==> src/rtl/rv_ssc_bundle_sched.sv <==
// rtl/rv_ssc_bundle_sched.sv - issue-bundle scheduler queue (RV_SSC_3WIDE_EN enables 3-wide bundles)
`timescale 1ns/1ps

module rv_ssc_bundle_sched #(
    parameter int DEPTH = 8,
    parameter int PC_W  = 48
) (
    input  logic            clock,
    input  logic            reset,
    input  logic            flush,
    input  logic [1:0]      in_count,
    output logic            in_ready,
    input  logic [PC_W-1:0] in_pc,
    input  logic [31:0]     in_word0,
    input  logic [31:0]     in_word1,
    input  logic [31:0]     in_word2,
    input  logic [3:0]      in_flag0,
    input  logic [3:0]      in_flag1,
    input  logic [3:0]      in_flag2,
    output logic            out_valid,
    input  logic            out_ready,
    output logic [1:0]      out_width,
    output logic [PC_W-1:0] out_pc0,
    output logic [31:0]     out_word0,
    output logic [31:0]     out_word1,
    output logic [31:0]     out_word2,
    output logic [31:0]     perf_ops,
    output logic [31:0]     perf_bndl
);

    localparam int PW = $clog2(DEPTH);
    localparam int CW = PW + 1;
    localparam logic [31:0]   NOP     = 32'h0000_0013;
    localparam logic [CW-1:0] OCC_MAX = CW'(DEPTH - 3);

    logic [PC_W-1:0] pc_q   [DEPTH];
    logic [PC_W-1:0] pc_d   [DEPTH];
    logic [31:0]     word_q [DEPTH];
    logic [31:0]     word_d [DEPTH];
    logic [3:0]      flag_q [DEPTH];
    logic [3:0]      flag_d [DEPTH];

    logic [PW-1:0] wr_ptr_q, wr_ptr_d;
    logic [PW-1:0] rd_ptr_q, rd_ptr_d;
    logic [CW-1:0] occ_q, occ_d;
    logic [31:0]   perf_ops_q, perf_ops_d;
    logic [31:0]   perf_bndl_q, perf_bndl_d;

    logic [PW-1:0] h0, h1;
    logic          can_w2, can_w3;
    logic [1:0]    bndl_w;
    logic          push, pop;
    logic [31:0]   in_word [3];
    logic [3:0]    in_flag [3];

    // Conservative: raw field compare, so immediates that alias a register field also stall.
    function automatic logic hazard(input logic [31:0] early, input logic [31:0] late);
        logic [4:0] rd;
        rd = early[11:7];
        return (rd != 5'd0) &&
               ((late[19:15] == rd) || (late[24:20] == rd) || (late[11:7] == rd));
    endfunction

    assign h0 = rd_ptr_q;
    assign h1 = rd_ptr_q + PW'(1);

    assign can_w2 = (occ_q >= CW'(2)) && flag_q[h0][0] && flag_q[h1][2] &&
                    !hazard(word_q[h0], word_q[h1]);

`ifdef RV_SSC_3WIDE_EN
    logic [PW-1:0] h2;
    assign h2 = rd_ptr_q + PW'(2);
    assign can_w3 = (occ_q >= CW'(3)) && flag_q[h0][1] && flag_q[h1][2] && flag_q[h2][3] &&
                    !hazard(word_q[h0], word_q[h1]) &&
                    !hazard(word_q[h0], word_q[h2]) &&
                    !hazard(word_q[h1], word_q[h2]);
`else
    logic unused_flag_bits;
    assign can_w3 = 1'b0;
    always_comb begin
        unused_flag_bits = 1'b0;
        for (int i = 0; i < DEPTH; i++) begin
            unused_flag_bits = unused_flag_bits ^ flag_q[i][1] ^ flag_q[i][3];
        end
    end
`endif

    always_comb begin
        bndl_w = 2'd1;
        if (occ_q == '0) begin
            bndl_w = 2'd0;
        end else if (can_w3) begin
            bndl_w = 2'd3;
        end else if (can_w2) begin
            bndl_w = 2'd2;
        end
    end

    assign in_ready  = (occ_q <= OCC_MAX);
    assign out_valid = (occ_q != '0);
    assign out_width = bndl_w;
    assign out_pc0   = out_valid ? pc_q[h0] : '0;
    assign out_word0 = out_valid ? word_q[h0] : NOP;
    assign out_word1 = (bndl_w >= 2'd2) ? word_q[h1] : NOP;
`ifdef RV_SSC_3WIDE_EN
    assign out_word2 = (bndl_w == 2'd3) ? word_q[h2] : NOP;
`else
    assign out_word2 = NOP;
`endif
    assign perf_ops  = perf_ops_q;
    assign perf_bndl = perf_bndl_q;

    assign in_word[0] = in_word0;
    assign in_word[1] = in_word1;
    assign in_word[2] = in_word2;
    assign in_flag[0] = in_flag0;
    assign in_flag[1] = in_flag1;
    assign in_flag[2] = in_flag2;

    assign push = in_ready && (in_count != 2'd0) && !flush;
    assign pop  = out_valid && out_ready && !flush;

    always_comb begin
        pc_d        = pc_q;
        word_d      = word_q;
        flag_d      = flag_q;
        wr_ptr_d    = wr_ptr_q;
        rd_ptr_d    = rd_ptr_q;
        occ_d       = occ_q;
        perf_ops_d  = perf_ops_q;
        perf_bndl_d = perf_bndl_q;
        if (flush) begin
            wr_ptr_d = '0;
            rd_ptr_d = '0;
            occ_d    = '0;
        end else begin
            if (push) begin
                for (int i = 0; i < 3; i++) begin
                    if (2'(i) < in_count) begin
                        pc_d[wr_ptr_q + PW'(i)]   = in_pc + PC_W'(4 * i);
                        word_d[wr_ptr_q + PW'(i)] = in_word[i];
                        flag_d[wr_ptr_q + PW'(i)] = in_flag[i];
                    end
                end
                wr_ptr_d = wr_ptr_q + PW'(in_count);
            end
            if (pop) begin
                rd_ptr_d    = rd_ptr_q + PW'(bndl_w);
                perf_ops_d  = perf_ops_q + 32'(bndl_w);
                perf_bndl_d = perf_bndl_q + 32'd1;
            end
            occ_d = occ_q + (push ? CW'(in_count) : '0) - (pop ? CW'(bndl_w) : '0);
        end
    end

    always_ff @(posedge clock or negedge reset) begin
        if (!reset) begin
            for (int i = 0; i < DEPTH; i++) begin
                pc_q[i]   <= '0;
                word_q[i] <= NOP;
                flag_q[i] <= '0;
            end
            wr_ptr_q    <= '0;
            rd_ptr_q    <= '0;
            occ_q       <= '0;
            perf_ops_q  <= '0;
            perf_bndl_q <= '0;
        end else begin
            pc_q        <= pc_d;
            word_q      <= word_d;
            flag_q      <= flag_d;
            wr_ptr_q    <= wr_ptr_d;
            rd_ptr_q    <= rd_ptr_d;
            occ_q       <= occ_d;
            perf_ops_q  <= perf_ops_d;
            perf_bndl_q <= perf_bndl_d;
        end
    end

endmodule

==> config.mk <==
export PLATFORM = sky130hd
export DESIGN_NAME = rv_ssc_bundle_sched
export DESIGN_NICKNAME = d
export VERILOG_FILES = /design/src/rtl/rv_ssc_bundle_sched.sv
export SDC_FILE = /design/constraint.sdc
export NUM_CORES = 2
export LEC_CHECK = 0
export CAP_MARGIN = 40
export CELL_PAD_IN_SITES_DETAIL_PLACEMENT = 1
export CELL_PAD_IN_SITES_GLOBAL_PLACEMENT = 1
export CORE_MARGIN = 2
export CORE_UTILIZATION = 35
export DETAILED_ROUTE_END_ITERATION = 7
export GPL_ROUTABILITY_DRIVEN = 0
export PLACE_DENSITY = 0.78
export RECOVER_POWER = 50
export SYNTH_ARGS = -nofsm -noshare
export SYNTH_HDL_FRONTEND = slang
export SYNTH_SLANG_ARGS = --single-unit
==> constraint.sdc <==
create_clock -name clock -period 4.7 [get_ports clock]
set_input_delay 1.175 -clock clock [delete_from_list [all_inputs] [get_ports clock]]
set_output_delay 1.175 -clock clock [all_outputs]
set_load 0.1 [all_outputs]
==> summary.md <==
| Metric | Value |
|---|---|
| Worst setup margin | `-0.911 ns` |
| Max-Cap Viols | `5` |
| Kind of critical path | `reg -> out` |
| Core Region | `0.147 sq mm` |
| Hold path startpoint | `pc_q[99]` |
| I/O pin count | `374` |
| Pin count of the biggest net entering global routing | `158` |
| Slew @ Worst Pin | `3.12 ns` |
| Gr ovfl total | `0` |
| Warnings, synthesis | `0` |
| Die H | `388 um` |
| CTS tree | `yes` |
| WP buf/inv | `5` |
| Most frequent CP cell | `buf_4` |
| Yosys cell types | `93` |
| Fillers | `16,800` |
| R2R setup slack | `-0.70 ns` |
| Commonest non-fill, non-tap cell in the layout | `nand2_1` |
| Psw | `27.6 mW` |
| Post-DR vias/cell | `7.12` |
| Total Nets Final | `6,570` |
| Drt total wl | `288 mm` |
| Post-synthesis instance area | `0.0517 sq mm` |
| R2r endpoint | `perf_ops[28]` |
| Critical path's top delay family | `buffers and inverters` |
| Async SR Flop Fraction | `100%` |
| Status | `finished with violations` |
| Dpl hpwl | `176 mm` |
| Setup TNS | `-53.60 ns` |
| WP data arrival | `4.44 ns` |
| Initial Util | `35.1%` |
| Worst hold path type | `reg -> reg` |
| First-pass GRT wire length | `409 mm` |
| Clock-pin slew on the worst setup and hold paths | `0.06 ns` |
| Hold Path Depth | `2` |
| RSZ-0062 raised after global routing | `yes` |
| Comb power frac | `65.0%` |
| Total GRT Usage | `36.1%` |
| Period utilization | `119%` |
| Post-place instance area | `0.0606 sq mm` |
| Max Clk Rate | `178 MHz` |
| Main synth FF type | `dfrtp_1` |
| Mean post-synth cell area | `8.48 sq um` |
| Net Sw Frac | `51.4%` |
| Initial antenna violation count | `35` |
| Via count | `59,900` |
| Die area | `0.151 sq mm` |
| Lkg Pwr | `25.1 nW` |
| Total CTS buffers | `91` |
| CP max stage cell | `dfrtp_4` |
| FF-to-FF Start | `h0[0]` |
| Commonest non-fill, non-tap cells in the layout | `nand2_1 (839), dfrtp_1 (703), nor2_1 (587)` |
| Sequential share of power | `21.3%` |
| Clock share of power | `13.7%` |
| CTS sink cnt | `730` |
| Max Slew Vio Count | `398` |
| Startpoint Class | `flip-flop` |
| Ranking of synthesized cells by area | `dfrtp_1 (34%), mux4_2 (10%), nand2_1 (6.3%), a21oi_1 (5.8%), o21ai_0 (5.3%)` |
| CTS HTree Levels | `3` |
| Mapped Cells | `6,096` |
| FF+latch count, synth | `730` |
| Post-synth top area share | `34.2%` |
| Final setup fails | `113` |
| R2R cell count | `23` |
| Max_slew headroom | `-108%` |
| Final Critical Period | `5.61 ns` |
| Worst vdd ir | `716 uV` |
| Die Wd | `388 um` |
| Yosys top cell by area | `dfrtp_1` |
| Sequential share of the synthesized area | `35.4%` |
| Crit-path max cell delay | `0.50 ns` |
| PortBufs | `335` |
| Clock skew | `0.0486 ns` |
| Pint | `26.1 mW` |
| Final hold vios | `0` |
| Power Total | `53.7 mW` |
| First-pass DRT Iterations | `8` |
| Hold Path Sink | `pc_q[99]` |
| Worst endpoint required time | `3.52 ns` |
| Post-route DRC violation count | `30` |
| Skew-Pair Late Insertion Delay | `0.77 ns` |
| CTS root buf | `clkbuf_16` |
| Post-synth EDFFs | `0` |
| Vias in the first global route | `59,800` |
| Layout cells sized above 1 | `19.7%` |
| Hold Slack | `0.488 ns` |
| Worst Path Max Fanout | `9` |
| Power Density | `827 mW/mm^2` |
| CP endpoint kind | `primary output` |
| DRT antenna net count | `0` |
| Design area | `0.0649 sq mm` |
| Failing checks | `design-rule violations, max-capacitance violations, max-slew violations, negative setup slack` |
| Initial DRC Count | `9,593` |
| Drt wl/cell | `34.2 um` |
| # rows | `141` |
| Syn-to-layout area delta | `25.6%` |
| CTS Buffer Depth | `3` |
| Worst-path cell chain | `ha_4, buf_4, buf_16, mux2_2, buf_4, o22ai_1, nor2_1, xnor2_1, nand4_1, a211o_1, and4b_2, buf_6, o22a_1, buf_12` |
-- repair_timing --
action                                  4_1_cts  5_1_grt
endpoints found under the setup margin       89       76
buffers inserted                             13       24
resized for setup                            80      150
pin swaps                                    16       36
gates cloned                                  3        3
hold buffers                                  0        0
-- layer usage --
| metal | track usage [%] | routed length [um] | vias up | part of all wire [%] |
|---|---|---|---|---|
| met1 | 44.2 | 101000 | 29700 | 35 |
| met3 | 12.2 | 39500 | 1662 | 14 |
| met4 | 25.5 | 25000 | 20 | 8.7 |
| li1 | - | - | 23100 | - |
| met2 | 53.2 | 123000 | 5396 | 43 |
| met5 | 0 | 115 | - | 0.040 |
-- cell families (layout without fill, tap and decap cells) --
| family | Yosys count | count (layout) | synth area share (%) |
|---|---|---|---|
| adders and majority gates | 20 | 20 | 0.557 |
| buffers and inverters | 728 | 1059 | 5.76 |
| AOI/OAI and AO/OA | 2127 | 2127 | 26.0 |
| and+or+nand+nor | 1906 | 1906 | 15.7 |
| muxes | 405 | 405 | 13.5 |
| DFF | 730 | 730 | 35.4 |
| other | 2 | 55 | 0.0145 |
| xor gates and xnor gates | 178 | 178 | 3.07 |
-- synthesized netlist by cell type (23+ instances only) --
master	instances
buf_4	41
nand4_1	44
clkbuf_1	515
a21o_1	36
mux4_2	229
a211oi_1	23
buf_1	75
mux2i_1	145
inv_1	25
dfstp_2	24
nor3_1	65
xnor2_1	114
nand2_1	861
mux2_2	31
a2111oi_0	24
o22ai_1	182
dfrtp_1	706
xor2_1	60
o211ai_1	86
o22a_1	219
nor2_1	625
and3_1	26
a21oi_1	601
a31oi_1	83
o21ai_0	544
nand3_1	181
a222oi_1	35
buf_2	67
a221oi_1	37
a22oi_1	36
o221ai_1	90
-- layout make-up --
cell class                      count  area [sq um]  area share [%]
Clock inverter                     26           277           0.426
Inverter                           28           105           0.162
Sequential cell                   730         18300            28.2
Antenna cell                       23          57.6          0.0887
Multi-Input combinational cell   4668         31800            49.0
Tap cell                         1930          2410            3.72
Timing Repair Buffer              869          9210            14.2
Clock buffer                      136          2720            4.19
-- stage by stage --
step | worst slack [ns] | util [%] | std cells
after floorplan | -0.471 | - | 6126
after global placement | -0.164 | 40.4 | 8114
after detailed placement | -0.305 | 41.2 | 8185
after CTS | -0.661 | 43.6 | 8363
after global routing | -0.938 | 44.1 | 8398
final | -0.911 | 44.1 | 8410
-- power by group through the flow --
stage          Clock, mW  Sequential [mW]  Combinational [mW]
2_1_floorplan          0             10.6                21.0
3_3_place_gp           0             11.0                30.5
3_5_place_dp           0             11.2                31.7
4_1_cts             7.31             11.1                32.6
5_1_grt             7.58             11.6                36.2
6_report            7.34             11.4                34.9
-- worst register-to-register path: cells and delay by family (launching register included) --
kind	cells	cell delay, ns
AND/OR/NAND/NOR	9	1.83
adder cells (fa/ha/maj)	3	0.90
buffers and inverters	6	0.78
flip-flops	1	0.50
AO/OA/AOI/OAI	2	0.50
XOR/XNOR	2	0.41
multiplexers	1	0.38
-- how the worst max path moves through the flow --
stage           from            end  slack [ns]  depth (start not counted)
2_1_floorplan  h0[0]  out_word1[10]       -0.47                         11
3_3_place_gp   h0[0]   perf_ops[28]       -0.16                         18
3_5_place_dp   h0[0]   perf_ops[28]       -0.30                         18
4_1_cts        h0[0]   out_width[0]       -0.66                         13
5_1_grt        h0[0]  out_word1[16]       -0.94                         14
6_report       h0[0]  out_word1[16]       -0.91                         14
-- state kept, by name, indices dropped and copies added, names as in the netlist --
register	count
flag_q	16
h0	3
occ_q	4
pc_q	384
perf_bndl	32
perf_ops	32
word_q	256
wr_ptr_q	3
Power figures use the tool's default switching activity.
